===== src/rtl/mmio_uart_tx.sv =====
// mmio_uart_tx: memory-mapped UART transmitter sitting on the core's data bus.
// Byte stores to TX_ADDR are queued in a FIFO and sent 8N1 (LSB first) on tx.
// Reads of STAT_ADDR return a combinational status word; writing bit2 of
// STAT_ADDR clears the sticky overflow flag.
//
// Optional feature: define UART_TX_PARITY_EN to insert an even-parity bit
// between the data bits and the stop bit (frame grows to 11 bit times).
//
// Ports:
//   clk         system clock, rising-edge
//   reset       synchronous active-high reset
//   MemWrite    store strobe from core
//   DataAdr     byte address from core
//   WriteData   store data from core
//   StatusData  status word when DataAdr == STAT_ADDR, else 0 (combinational)
//                 [0] empty [1] full [2] overflow [3] busy [7:4] count (sat 15)
//   tx          serial line, idle high
//   busy        high while a frame is on the line
module mmio_uart_tx #(
    parameter int unsigned CLKS_PER_BIT = 16,
    parameter int unsigned FIFO_DEPTH   = 8,
    parameter logic [31:0] TX_ADDR      = 32'h0000_0100,
    parameter logic [31:0] STAT_ADDR    = 32'h0000_0104
) (
    input  logic        clk,
    input  logic        reset,
    input  logic        MemWrite,
    input  logic [31:0] DataAdr,
    input  logic [31:0] WriteData,
    output logic [31:0] StatusData,
    output logic        tx,
    output logic        busy
);

    localparam int unsigned ADDR_W = $clog2(FIFO_DEPTH);
    localparam int unsigned PTR_W  = ADDR_W + 1;
    localparam int unsigned BAUD_W = $clog2(CLKS_PER_BIT);

    localparam logic [BAUD_W-1:0] BAUD_LAST = BAUD_W'(CLKS_PER_BIT - 1);
    localparam logic [PTR_W-1:0]  DEPTH_P   = PTR_W'(FIFO_DEPTH);

    typedef enum logic [2:0] {
        S_IDLE,
        S_START,
        S_DATA,
        S_PARITY,
        S_STOP
    } state_t;

    state_t             state;
    logic [7:0]         mem [FIFO_DEPTH];
    logic [PTR_W-1:0]   wr_ptr;
    logic [PTR_W-1:0]   rd_ptr;
    logic [PTR_W-1:0]   count;
    logic               empty;
    logic               full;
    logic               push_req;
    logic               push;
    logic               pop;
    logic               clr_req;
    logic               overflow;
    logic [3:0]         count_sat;
    logic [7:0]         shreg;
    logic [2:0]         bit_idx;
    logic [BAUD_W-1:0]  baud;
`ifdef UART_TX_PARITY_EN
    logic               par_bit;
`endif

    // FIFO occupancy from wrap-around pointers with an extra MSB
    assign count    = wr_ptr - rd_ptr;
    assign empty    = (count == '0);
    assign full     = (count == DEPTH_P);

    // Bus decode; a push into a full FIFO still succeeds if a pop frees a slot
    assign push_req = MemWrite && (DataAdr == TX_ADDR);
    assign clr_req  = MemWrite && (DataAdr == STAT_ADDR) && WriteData[2];
    assign pop      = (state == S_IDLE) && !empty;
    assign push     = push_req && (!full || pop);

    assign count_sat  = (32'(count) > 32'd15) ? 4'hF : 4'(count);
    assign StatusData = (DataAdr == STAT_ADDR)
                      ? {24'h0, count_sat, busy, overflow, full, empty}
                      : 32'h0;

    // FIFO storage (contents need no reset; pointers define validity)
    always_ff @(posedge clk) begin
        if (push) begin
            mem[wr_ptr[ADDR_W-1:0]] <= WriteData[7:0];
        end
    end

    // FIFO pointers and sticky overflow (set wins over clear)
    always_ff @(posedge clk) begin
        if (reset) begin
            wr_ptr   <= '0;
            rd_ptr   <= '0;
            overflow <= 1'b0;
        end else begin
            if (push) begin
                wr_ptr <= wr_ptr + PTR_W'(1);
            end
            if (pop) begin
                rd_ptr <= rd_ptr + PTR_W'(1);
            end
            if (push_req && !push) begin
                overflow <= 1'b1;
            end else if (clr_req) begin
                overflow <= 1'b0;
            end
        end
    end

    // Transmit FSM; tx and busy are registered alongside the state
    always_ff @(posedge clk) begin
        if (reset) begin
            state   <= S_IDLE;
            tx      <= 1'b1;
            busy    <= 1'b0;
            baud    <= '0;
            bit_idx <= '0;
            shreg   <= '0;
`ifdef UART_TX_PARITY_EN
            par_bit <= 1'b0;
`endif
        end else begin
            case (state)
                S_IDLE: begin
                    tx   <= 1'b1;
                    busy <= 1'b0;
                    baud <= '0;
                    if (!empty) begin
                        shreg   <= mem[rd_ptr[ADDR_W-1:0]];
`ifdef UART_TX_PARITY_EN
                        par_bit <= ^mem[rd_ptr[ADDR_W-1:0]];
`endif
                        state   <= S_START;
                        tx      <= 1'b0;
                        busy    <= 1'b1;
                    end
                end
                S_START: begin
                    if (baud == BAUD_LAST) begin
                        baud    <= '0;
                        bit_idx <= '0;
                        state   <= S_DATA;
                        tx      <= shreg[0];
                    end else begin
                        baud <= baud + BAUD_W'(1);
                    end
                end
                S_DATA: begin
                    if (baud == BAUD_LAST) begin
                        baud <= '0;
                        if (bit_idx == 3'd7) begin
`ifdef UART_TX_PARITY_EN
                            state <= S_PARITY;
                            tx    <= par_bit;
`else
                            state <= S_STOP;
                            tx    <= 1'b1;
`endif
                        end else begin
                            // shreg[1] is the next bit once this shift lands
                            bit_idx <= bit_idx + 3'd1;
                            shreg   <= shreg >> 1;
                            tx      <= shreg[1];
                        end
                    end else begin
                        baud <= baud + BAUD_W'(1);
                    end
                end
`ifdef UART_TX_PARITY_EN
                S_PARITY: begin
                    if (baud == BAUD_LAST) begin
                        baud  <= '0;
                        state <= S_STOP;
                        tx    <= 1'b1;
                    end else begin
                        baud <= baud + BAUD_W'(1);
                    end
                end
`endif
                S_STOP: begin
                    if (baud == BAUD_LAST) begin
                        baud  <= '0;
                        state <= S_IDLE;
                        tx    <= 1'b1;
                        busy  <= 1'b0;
                    end else begin
                        baud <= baud + BAUD_W'(1);
                    end
                end
                default: begin
                    state <= S_IDLE;
                    tx    <= 1'b1;
                    busy  <= 1'b0;
                    baud  <= '0;
                end
            endcase
        end
    end

endmodule


===== config.mk =====
export PLATFORM = sky130hd
export DESIGN_NAME = mmio_uart_tx
export DESIGN_NICKNAME = d
export VERILOG_FILES = /design/src/rtl/mmio_uart_tx.sv
export SDC_FILE = /design/constraint.sdc
export NUM_CORES = 1
export LEC_CHECK = 0
export BUFFER_PORTS_ARGS = -buffer_cell sky130_fd_sc_hd__buf_2
export CAP_MARGIN = 20
export CELL_PAD_IN_SITES_DETAIL_PLACEMENT = 0
export CELL_PAD_IN_SITES_GLOBAL_PLACEMENT = 2
export CORE_ASPECT_RATIO = 1.25
export CORE_UTILIZATION = 23
export DETAILED_ROUTE_END_ITERATION = 16
export PLACE_DENSITY = 0.62
export SETUP_SLACK_MARGIN = 0.15
export SYNTH_ARGS = -nofsm -noshare
export SYNTH_HDL_FRONTEND = slang
export SYNTH_SLANG_ARGS = --single-unit

===== constraint.sdc =====
create_clock -name clk -period 4.3 [get_ports clk]
set_input_delay 0.43 -clock clk [delete_from_list [all_inputs] [get_ports clk]]
set_output_delay 0.43 -clock clk [all_outputs]
set_load 0.005 [all_outputs]

==> results of run 1 <==
registers in the layout, indices dropped and copies added (netlist names), named ones only:
register  cells
mem          64
shreg         8
baud          4
rd_ptr        4
wr_ptr        4
bit_idx       3
state         3
busy          1
overflow      1
tx            1
stage by stage:
stage	setup slack, ns	area (um^2)
after global placement	1.33	4830
after CTS	1.24	5130
after detailed placement	1.30	4830
final	1.28	5130
after floorplan	1.43	4470
after global routing	1.06	5130
cell families (layout without fill, tap and decap cells):
group / after synthesis / after routing
simple gates: 97 / 97
flops: 96 / 96
compound gates: 54 / 54
buf+inv: 48 / 84
mux: 27 / 27
fa+ha+maj: 9 / 9
xor+xnor: 4 / 4
other cells: 1 / 24
routing by layer:
layer | share of wire [%] | global-route usage (%) | wire, um | vias to the layer above
met5 | 0 | 0 | 0 | -
met4 | 1.5 | 4.36 | 143 | 0
met3 | 1.6 | 1.37 | 152 | 10
met2 | 53 | 17.7 | 4890 | 46
met1 | 44 | 11.3 | 4050 | 1388
li1 | - | - | - | 1358
cells in the mapped netlist (all sizes together), types with 2 or more instances:
cell type  count
xnor2          2
ha             8
xor2           2
nand2b         3
and3           7
a311oi         2
nand3          7
o2111ai        2
nand4          3
mux2           2
nor4          10
nor2b          5
and4           2
a22o           6
a211oi         6
mux2i          9
inv            8
edfxtp        64
or4            2
nand2         12
nor3           7
a41o           3
or3            4
clkbuf        10
o21ai          7
dfxtp         32
mux4          16
a21oi         18
buf           30
nor2          28
final cells by class:
type                    instances  share of cell area [%]
flip-flops and latches         96                    50.0
repair buffers                 60                    6.25
clock inverters                 6                    1.27
multi-input cells             215                    31.8
inverters                       8                   0.586
clock buffers                  10                    4.47
well taps                     232                    5.66
worst paths after layout:
kind	to	cells after the start	startpoint
setup / recovery	StatusData[0]	9	wr_ptr[0]
hold / removal	mem[1][6]	1	WriteData[6]
setup reg to reg	mem[2][0]	9	wr_ptr[0]
hold reg to reg	baud[0]	1	baud[0]
power by group:
part | total [mW] | switching [mW] | internal (mW) | leakage (nW)
registers | 1.11 | 0.0724 | 1.04 | 0.836
clock network | 0.789 | 0.336 | 0.453 | 0.145
logic | 0.583 | 0.316 | 0.267 | 0.876
total | 2.49 | 0.724 | 1.76 | 1.86
==> run metrics, run 1 <==
status=finished with violations; worst-margin pin slew=just over 0.8 ns; first-pass GRT wire length=around 15000 um; register area=between 2000 and 3000 um^2; clock root cell=clkbuf_16; via count=~2800; Req. time, crit path=around 3.9 ns; crit path cell chain=inv_1 > ha_1 > inv_1 > fa_1 > xnor2_2 > and3_1 > o21ai_0 > nor2_1 > buf_2; syn_area_per_cell=between 10 and 15 um^2; starting density of the core=a little under a quarter; Worst-Skew Late Latency=around 0.34 ns; Critical Path Sink Type=output port; die height=156 um; CTS tree=built; total die area=approximately 20000 um^2; FF+latch count, synth=between 90 and 100; clk buf depth=2; final max-slew violation count=0; Synth Area in Compound Gates=~8.5%; # Post-CTS Setup Buffers=0; adder-cell share of the synthesized area=approximately 2.7%; hpwl dp=approximately 6400 um; simple-gate area share of the yosys netlist=roughly 12%; mux share of post-synthesis cell area=10.9%; Crit Path Max Fanout=7; largest cells by area after synthesis=edfxtp_1, dfxtp_1, mux4_2; Crit-path slowest cell=fa_1; failing checks=DRC; max incr delay on CP=between 0.4 and 0.5 ns; most frequent cells in the layout=edfxtp_1, buf_2, dfxtp_1; worst min path class=primary input to flop; drt drc=7; synthesis-to-layout area growth=17.0%; post-cts gate resize count=0; Finished Layout Cells=627; layout cells sized above 1=between 20% and 30%; Post-synth ARST share=0%; Clock Sinks=96; Final Skew=between 0.008 and 0.009 ns; largest family of logic cells by synthesized area=simple AND/OR/NAND/NOR gates; initial antenna violation count=0; Total Routing Usage GR=about a tenth; unrepaired setup endpoints after global routing=false; fin crit share=approximately 70%; area leader, netlist=edfxtp_1; DP Cell Count=roughly 600; DIE WIDTH=between 100 and 150 um; Hold Slack=around 0.36 ns; num rows=between 50 and 60; Seq/Total Area, Yosys=about three fifths; largest net degree at the start of global routing=35; Synth cell types=59; xor and xnor area share after synthesis=less than 1%; global placement routability congestion=about 0.7; core footprint=roughly 19000 um^2; most common cell after layout, fill and taps aside=edfxtp_1; Total Power=~2.5 mW; # diodes=0; Mapped Area=roughly 4400 um^2; crit start category=flop; vias in the first global route=roughly 2700; PortBufs=between 50 and 60; WL per Instance=between 10 and 15 um; clk slew on worst S/H paths=approximately 0.070 ns; Ports=~100; Period minus WS final=about 3 ns; final-report hold violation count=0; top-area cell type share of the netlist area=around 44%; most used cell, CP=inv_1; multi-input logic area=around 1600 um^2; Peak Freq=331 MHz; Fill cells=between 1500 and 2000; final net count=between 400 and 500; sum of negative setup slack=0 ns; Gate Count Post-Synth=336; Max VDD drop=0.256 mV; DRT iter0 DRCs=81; R2R setup slack=1.29 ns; arrival time of the worst setup path=2.59 ns; vias per cell=around 4.5; # H-tree levels=3; Max Cap Viol=0; PwrDens=slightly below 500 nW/um^2; Yosys warning total=0; WL final=between 9000 and 10000 um; prevailing post-synth register cell=edfxtp_1; CP Class=flop to output port; post-layout util=27.4%; DRT Pass-1 Iters=10; setup violators final=0; number of synthesized flops with an enable pin=64; Max-slew headroom=about 45%; CP Buf/Inv Count=3; CTS Hold Bufs=0; GRT overflow=0; cts bufs inserted=9; P_leak=roughly 1.9 nW; ANT nets after route=0; delay-heaviest family, CP=adder cells
Power figures use the tool's default switching activity.
==> run 2: changes to the inputs <==
clock period = 3 ns   (was 4.3 ns; I/O delays follow)
==> run 2 against run 1 <==
Effect of this change:
- the flow still finishes with violations (DRC)
- sequential cell count stayed put
- setup slack worse by 1.1 ns
- final area is 1.4% higher
- first-iteration DRC count is 28% higher
- total power is 47% higher
- utilization is 0.37 points higher
- critical path type is now flop to flop
==> run metrics, run 2 (synthesized netlist as in run 1, its figures left out) <==
status=finished with violations; failing checks=DRC; PortBufs=52; most frequent cells in the layout=edfxtp_1, buf_2, dfxtp_1; Crit-path slowest cell=or4_4; most used cell, CP=inv_1; Period minus WS final=2.80 ns; most common cell after layout, fill and taps aside=edfxtp_1; max incr delay on CP=slightly below 0.6 ns; vias in the first global route=~2900; arrival time of the worst setup path=between 2 and 3 ns; GRT overflow=0; largest net degree at the start of global routing=35; Ports=~100; Comb pwr share=a little under a quarter; final net count=about 470; # Post-CTS Setup Buffers=0; post-layout util=around 28%; DRT iter0 DRCs=104; CTS Hold Bufs=0; Sw Share=29.7%; Req. time, crit path=3.07 ns; P_sw=roughly 1.1 mW; Crit Path Max Fanout=8; reg2reg start=wr_ptr[0]; first-pass GRT wire length=between 15000 and 20000 um; global placement routability congestion=0.700; cts bufs inserted=9; drt drc=7; Max Cap Viol=0; WL per Instance=14.9 um; ANT nets after route=0; DRT Pass-1 Iters=10; setup violators final=0; starting density of the core=between 20% and 30%; layout cells sized above 1=between 20% and 30%; synthesis-to-layout area growth=18.6%; R2R setup slack=a little over 0.2 ns; Peak Freq=around 360 MHz; P_leak=1.90 nW; crit path cell chain=inv_1 > ha_1 > inv_1 > fa_1 > xnor2_2 > nand3_2 > or4_4 > and3_4 > and4_2; Sequential Power Share=approximately 44%; Total Routing Usage GR=10.1%; clk buf depth=2; R2R Path End=mem[6][5]; cell-internal power=2.57 mW; hpwl dp=just under 7000 um; core footprint=18700 um^2; WL final=around 9400 um; CTS tree=built; CP Class=flop to flop; clock network fraction of design power=32.4%; clock root cell=clkbuf_16; Max-slew headroom=a little under half; via count=around 2800; final-report hold violation count=0; unrepaired setup endpoints after global routing=true; Cells on Worst Hold Path=1; Hold Path Sink=mem[4][6]; sum of negative setup slack=0 ns; Final Cell Area=slightly above 5000 um^2; total die area=about 20000 um^2; worst min path class=primary input to flop; DIE WIDTH=about 130 um; PwrDens=around 700 nW/um^2; Placement Cell Area=4890 um^2; num rows=56; R2R depth=9; fin crit share=93.3%; Max VDD drop=around 0.37 mV; # diodes=0; # H-tree levels=3; initial antenna violation count=0; clk slew on worst S/H paths=approximately 0.070 ns; vias per cell=4.36; Clock Sinks=96; delay-heaviest family, CP=simple AND/OR/NAND/NOR gates; Critical Path Sink Type=flop; die height=156 um; worst-margin pin slew=0.791 ns; crit start category=flop; final max-slew violation count=0; Worst-Skew Late Latency=0.34 ns; hold path start=WriteData[6]; CP Buf/Inv Count=2; Final Skew=around 0.0062 ns; Largest register FFs=64
[run 2: changes by cell type in the layout (fill, tap and decap cells not counted)]
cell        change
and4_2          -1
and4_4          +1
buf_4           +7
clkbuf_1        -1
clkinv_1        -1
clkinv_2        -1
clkinv_4        -1
clkinvlp_4      +2
inv_8           +2
o21ai_0         -1
o21ai_1         +1
[run 2: layout make-up]
| class | count | area, um^2 |
|---|---|---|
| clock buffer | 9 | 225 |
| tap | 232 | 290 |
| sequential | 96 | 2560 |
| fill | 1900 | 13500 |
| inverter | 8 | 30.0 |
| clock inverter | 7 | 85.1 |
| timing repair buffer | 67 | 373 |
| multi-input combinational | 215 | 1630 |
[run 2: metrics by stage]
| step | hold WS (ns) | worst slack (ns) | std cells | power (mW) |
|---|---|---|---|---|
| 5_1_grt | 0.227 | 0.104 | 634 | 3.85 |
| 6_report | 0.221 | 0.202 | 634 | 3.65 |
| 2_1_floorplan | 0.399 | 0.127 | 359 | 2.25 |
| 4_1_cts | 0.210 | 0.188 | 634 | 3.70 |
| 3_5_place_dp | 0.452 | 0.202 | 618 | 2.51 |
| 3_3_place_gp | 0.432 | 0.215 | 618 | 2.51 |
[run 2: per-layer routing]
metal	vias to the layer above	routed length [um]	GRT usage [%]
li1	1367	-	-
met1	1332	4020	11.2
met2	54	5090	19.1
met3	14	158	1.23
met4	0	162	4.53
met5	-	0	0
[run 2: what timing repair did]
item	4_1_cts	5_1_grt
endpoints found under the setup margin	0	65
resized for setup	0	2
endpoints found under the hold margin	0	0
[run 2: worst register-to-register path, delay by kind of cell, from the launching register on]
family / cells / cell delay, ns
xor gates and xnor gates: 1 / 0.23
DFF: 1 / 0.31
buffers and inverters: 2 / 0.15
and+or+nand+nor: 4 / 1.27
adders and majority gates: 2 / 0.57
[run 2: worst max-delay path by stage]
stage                          from        end  slack (ns)  cells after the start
after detailed placement  wr_ptr[0]  mem[2][6]        0.20                      9
after global routing      wr_ptr[0]  mem[3][5]        0.10                     10
after CTS                 wr_ptr[0]  mem[2][2]        0.19                      9
final                     wr_ptr[0]  mem[6][5]        0.20                      9
after floorplan           wr_ptr[0]  mem[0][0]        0.13                      9
after global placement    wr_ptr[0]  mem[2][6]        0.22                      9
[run 2: power by group through the flow]
| stage | Sequential (mW) | Clock [mW] | Combinational, mW |
|---|---|---|---|
| after global placement | 1.64 | 0 | 0.874 |
| after global routing | 1.62 | 1.26 | 0.972 |
| after floorplan | 1.56 | 0 | 0.696 |
| final | 1.60 | 1.18 | 0.868 |
| after CTS | 1.61 | 1.21 | 0.883 |
| after detailed placement | 1.64 | 0 | 0.878 |
